==> src/rtl/fifo_level_core.sv <==
// fifo_level_core
// Synchronous FIFO core with a live fill count, programmable almost-full and
// almost-empty thresholds, a synchronous flush, sticky overflow/underflow
// flags and defined simultaneous read/write behaviour at full and empty.
//
// Compile-time option: define FIFO_FWFT_EN for first-word-fall-through reads
// (o_rdata shows the head entry combinationally). Left undefined, o_rdata is
// a register loaded on each accepted read.
//
// Ports:
//   clk          clock, all state updates on the rising edge
//   rstn         asynchronous active-low reset
//   i_clr        synchronous flush (pointers, count and sticky flags to 0)
//   i_wen        write request
//   i_wdata      write data
//   o_wfull      count == 2**ALEN
//   o_wafull     count >= AFULL_TH
//   o_woverflow  sticky, a write was dropped
//   i_ren        read request
//   o_rdata      read data
//   o_rempty     count == 0
//   o_raempty    count <= AEMPTY_TH
//   o_runderflow sticky, a read was dropped
//   o_count      occupancy, 0..2**ALEN
module fifo_level_core #(
  parameter int ALEN      = 4,
  parameter int DLEN      = 8,
  parameter int AFULL_TH  = 2**ALEN - 4,
  parameter int AEMPTY_TH = 2
) (
  input  logic            clk,
  input  logic            rstn,
  input  logic            i_clr,
  input  logic            i_wen,
  input  logic [DLEN-1:0] i_wdata,
  output logic            o_wfull,
  output logic            o_wafull,
  output logic            o_woverflow,
  input  logic            i_ren,
  output logic [DLEN-1:0] o_rdata,
  output logic            o_rempty,
  output logic            o_raempty,
  output logic            o_runderflow,
  output logic [ALEN:0]   o_count
);

  localparam int DEPTH = 2**ALEN;
  localparam logic [ALEN:0] DEPTH_C   = (ALEN+1)'(DEPTH);
  localparam logic [ALEN:0] AFULL_C   = (ALEN+1)'(AFULL_TH);
  localparam logic [ALEN:0] AEMPTY_C  = (ALEN+1)'(AEMPTY_TH);

  logic [DLEN-1:0] mem [DEPTH];
  logic [ALEN:0]   wptr;
  logic [ALEN:0]   rptr;
  logic [ALEN:0]   count;
  logic            overflow;
  logic            underflow;
  logic            full;
  logic            empty;
  logic            racc;
  logic            wacc;

  // The extra pointer bit makes full (difference 2**ALEN) distinct from
  // empty (difference 0); the subtraction wraps naturally.
  assign count = wptr - rptr;
  assign full  = (count == DEPTH_C);
  assign empty = (count == '0);

  // A read on an empty FIFO is never accepted, even if a write lands in the
  // same cycle. A write on a full FIFO is accepted only alongside a read,
  // which frees the slot being written. Flush masks both.
  assign racc = i_ren & ~empty & ~i_clr;
  assign wacc = i_wen & (~full | racc) & ~i_clr;

  always_ff @(posedge clk or negedge rstn) begin
    if (!rstn) begin
      wptr      <= '0;
      rptr      <= '0;
      overflow  <= 1'b0;
      underflow <= 1'b0;
    end else if (i_clr) begin
      wptr      <= '0;
      rptr      <= '0;
      overflow  <= 1'b0;
      underflow <= 1'b0;
    end else begin
      if (wacc) wptr <= wptr + 1'b1;
      if (racc) rptr <= rptr + 1'b1;
      if (i_wen && !wacc) overflow  <= 1'b1;
      if (i_ren && !racc) underflow <= 1'b1;
    end
  end

  // Storage is deliberately not reset; the pointer reset makes old contents
  // unreachable. When full with a simultaneous read, the write targets the
  // head slot, but the registered read samples the old value at the same edge.
  always_ff @(posedge clk) begin
    if (wacc) mem[wptr[ALEN-1:0]] <= i_wdata;
  end

`ifdef FIFO_FWFT_EN
  // Head entry is visible as soon as it is written; meaningless while empty.
  assign o_rdata = mem[rptr[ALEN-1:0]];
`else
  logic [DLEN-1:0] rdata;

  always_ff @(posedge clk or negedge rstn) begin
    if (!rstn) begin
      rdata <= '0;
    end else if (racc) begin
      rdata <= mem[rptr[ALEN-1:0]];
    end
  end

  assign o_rdata = rdata;
`endif

  assign o_count      = count;
  assign o_wfull      = full;
  assign o_rempty     = empty;
  assign o_wafull     = (count >= AFULL_C);
  assign o_raempty    = (count <= AEMPTY_C);
  assign o_woverflow  = overflow;
  assign o_runderflow = underflow;

endmodule

==> config.mk <==
export PLATFORM = sky130hd
export DESIGN_NAME = fifo_level_core
export DESIGN_NICKNAME = d
export VERILOG_FILES = /design/src/rtl/fifo_level_core.sv
export SDC_FILE = /design/constraint.sdc
export NUM_CORES = 1
export LEC_CHECK = 0
export ABC_AREA = 1
export BUFFER_PORTS_ARGS = -buffer_cell sky130_fd_sc_hd__clkbuf_2
export CAP_MARGIN = 30
export CORE_MARGIN = 1.5
export CORE_UTILIZATION = 65
export DETAILED_ROUTE_END_ITERATION = 10
export GPL_TIMING_DRIVEN = 0
export PLACE_DENSITY = 0.81
export REMOVE_ABC_BUFFERS = 1
export SETUP_SLACK_MARGIN = 0.4
export SLEW_MARGIN = 25
export SYNTH_ARGS = -nofsm -noshare
export SYNTH_HDL_FRONTEND = slang
export SYNTH_SLANG_ARGS = --single-unit
export TNS_END_PERCENT = 1
==> constraint.sdc <==
create_clock -name clk -period 4.1 [get_ports clk]
set_input_delay 0.205 -clock clk [delete_from_list [all_inputs] [get_ports clk]]
set_output_delay 0.205 -clock clk [all_outputs]
set_load 0.005 [all_outputs]
==> flow_summary.json <==
{
  "die_w_um": 102,
  "crit_family": "simple AND/OR/NAND/NOR gates",
  "ant_nets": 0,
  "synth_top_family_by_area": "simple AND/OR/NAND/NOR gates",
  "hp-class": "in2reg",
  "numClockSinks": 148,
  "grt_max_degree": 69,
  "finalCriticalPeriod_ns": 3.61,
  "netlist_area_um2": 6380,
  "antenna_found_initial": 0,
  "finalPower_mw": 4.61,
  "peakVddDrop_uv": 496,
  "finalSetupTns_ns": 0,
  "r2r_slack_ns": 0.49,
  "hold_ws_ns": 0.0823,
  "drive_gt1_frac": 0.159,
  "synthSimpleGateAreaFrac": 0.146,
  "ys_seq_area_frac": 0.681,
  "tightest_slew_ns": 0.815,
  "wl_per_cell_um": 19.8,
  "crit_chain": "clkinv_1 > ha_1 > a21oi_1 > nand3_1 > nand2_1 > nor2_4 > o211ai_4 > nand2_4 > nor3_2",
  "cpMaxStageDelayCell": "dfrtp_1",
  "area_growth_syn_to_layout_pct": 14.5,
  "drt-total-wl_um": 14300,
  "cap_violations": 0,
  "critical_path_required_ns": 4.26,
  "clk_path_buf_depth": 2,
  "rr_endpoint": "mem[2][4]",
  "fin_ws_ns": 0.495,
  "drtIter0Drc": 500,
  "hold_violations": 0,
  "grt_pass1_vias": 4218,
  "htreeDepth": 4,
  "core_um2": 9370,
  "synthTopCellsByArea": "edfxtp_1 (60%), dfrtp_1 (7.8%), nand2_1 (5.2%), nor2_1 (5.1%), o21ai_0 (5.1%)",
  "drt_pass1_iterations": 5,
  "leakage_nw": 2.72,
  "die_h_um": 102,
  "placed_area_um2": 6600,
  "final_area_um2": 7300,
  "power_frac_comb": 0.260,
  "dr_total_vias": 4385,
  "clkTransAtPathRegs_ns": 0.06,
  "cts_tree": "done",
  "track_usage": 0.298,
  "viasPerCell": 6.04,
  "instances_no_fill": 726,
  "muxShareOfSynthArea": 0,
  "synth_adder_area_share": 0.0208,
  "synth_area_leader_cell": "edfxtp_1",
  "dieArea_um2": 10400,
  "gp_congestion": 0.828,
  "seq_power_share": 0.412,
  "min_path_cells": 3,
  "grt_pass1_wl_um": 22000,
  "numPortBuffers": 31,
  "switching_share": 0.343,
  "placedCellCount": 689,
  "p_clk_frac": 0.328,
  "period_share": 0.879,
  "rows": 35,
  "final_nets": 607,
  "netlist_instances": 556,
  "setup_viol": 0,
  "pre_cts_slack_ns": 0.116,
  "power.density_nw_per_um2": 631,
  "timing.rr.start": "rptr[2]",
  "startpoint_type": "flop",
  "synth-xor-area-share": 0.0110,
  "rsz0062_at_grt": "yes",
  "yosys_warnings": 0,
  "synth_seq_cells": 148,
  "p_sw_mw": 1.58,
  "crit_type": "reg2reg",
  "post_cts_buffers": 0,
  "initial_core_util": 0.680,
  "fmax_mhz": 277,
  "synth_compound_area_frac": 0.0973,
  "worstHoldEndpoint": "wptr[3]",
  "worst_setup_path_end_kind": "flop",
  "cts-root-buf": "clkbuf_8",
  "post-route-util": 0.779,
  "synth_top_area_frac": 0.603,
  "cp_num_buf_inv": 1,
  "hold_start": "i_wen",
  "outcome": "complete, no violations",
  "maxSlewHeadroom": 0.453,
  "skew_ns": 0.00755,
  "cts_buffers": 17,
  "clock_latency_ns": 0.53,
  "route.detailed.drc": 0,
  "syn_area_per_cell_um2": 11.5,
  "cp_max_fo": 14,
  "drv_slew": 0,
  "antennaDiodeCount": 0,
  "reg2reg_depth": 9,
  "arrival_ns": 3.76,
  "internal_power_mw": 3.03,
  "synth_cell_types": 34,
  "slowest_delay_ns": 0.67,
  "overflow": 0,
  "ios": 32,
  "hpwl_um": 8220
}
[power groups by stage]
stage	Sequential [mW]	Clock (mW)	Combinational, mW
5_1_grt	1.91	1.58	1.34
3_3_place_gp	1.91	0	1.10
2_1_floorplan	1.86	0	0.752
4_1_cts	1.89	1.52	1.17
3_5_place_dp	1.92	0	1.14
6_report	1.90	1.51	1.20
[area by class of cell]
class | instances | area [µm²]
Timing Repair inverter | 1 | 5.00
Fill cell | 557 | 2070
Inverter | 35 | 138
Clock inverter | 15 | 169
Sequential cell | 148 | 4350
Tap cell | 129 | 161
Multi-Input combinational cell | 345 | 1860
Timing Repair Buffer | 36 | 203
Clock buffer | 17 | 414
[worst max-delay path by stage]
| stage | cells past startpoint | from | slack [ns] | end |
|---|---|---|---|---|
| global route | 9 | rptr[2] | 0.28 | mem[1][5] |
| finish | 9 | rptr[2] | 0.49 | mem[2][4] |
| global placement | 10 | rptr[1] | -0.89 | mem[11][7] |
| detailed placement | 10 | rptr[1] | 0.12 | mem[9][5] |
| CTS | 9 | rptr[2] | 0.50 | mem[9][2] |
| floorplan | 7 | rptr[0] | 0.70 | mem[1][0] |
[worst register-to-register path, delay by kind of cell, from the launching register on]
family / cells / cell delay, ns
buffers and inverters: 1 / 0.50
adders and majority gates: 1 / 0.49
DFF: 1 / 0.67
and+or+nand+nor: 5 / 1.23
AOI/OAI and AO/OA: 2 / 0.33
[sequential cells by signal, summed over array words and instances (netlist names)]
register      cells
mem             128
o_rdata           8
rptr              5
wptr              5
o_runderflow      1
o_woverflow       1
[cell usage in the layout (no fill, tap or decap), types with 4 or more instances in the layout]
cell | synthesis | layout
nand4_1 | 5 | 5
nor2_4 | 1 | 9
nand2_1 | 89 | 89
o22ai_1 | 16 | 16
dfrtp_1 | 20 | 18
edfxtp_1 | 128 | 128
inv_6 | 0 | 4
clkbuf_16 | 0 | 16
xor2_1 | 7 | 7
nand3_1 | 20 | 19
nand3_2 | 3 | 4
o221ai_1 | 8 | 8
dlygate4sd3_1 | 0 | 4
nor2_1 | 87 | 79
ha_1 | 9 | 9
o211ai_1 | 8 | 8
clkinv_1 | 3 | 5
o21ai_0 | 65 | 65
nor3_2 | 0 | 8
clkbuf_2 | 0 | 31
a21oi_1 | 4 | 4
inv_1 | 31 | 29
[logic make-up after synthesis]
kind of cell    Yosys count
compound gates          106
xor+xnor                  8
fa+ha+maj                10
buf+inv                  63
flops                   148
simple gates            221
[timing repair]
item                       CTS  global route
gates resized for setup     10             9
hold endpoints to repair    22             0
setup endpoints to repair  120           104
cloned                       1             0
hold buffers                 4             0
[synthesized netlist by cell type]
master	instances
buf_4	3
nand3b_1	1
fa_1	1
nand2_4	2
nor2_1	87
nor2_2	1
clkinv_1	3
o211ai_1	8
buf_1	1
buf_2	8
clkbuf_1	13
dfrtp_1	20
xor2_1	7
o22ai_1	16
nor3_1	10
nand2_1	89
nor2_4	1
edfxtp_1	128
inv_1	31
buf_6	2
xnor2_1	1
o2111ai_1	1
nand2_2	2
o211ai_4	1
nand3_1	20
o221ai_1	8
nand4_1	5
clkbuf_4	1
a21oi_1	4
o21ai_1	3
inv_2	1
nand3_2	3
o21ai_0	65
ha_1	9
[layer usage]
metal  track usage  vias up  share of wire
met4         0.144        0          0.039
met3        0.0759       54           0.10
met5             0        -              0
li1              -     2015              -
met2         0.461      239           0.47
met1         0.400     2077           0.39
No activity file was read; power rests on OpenSTA's default activity.
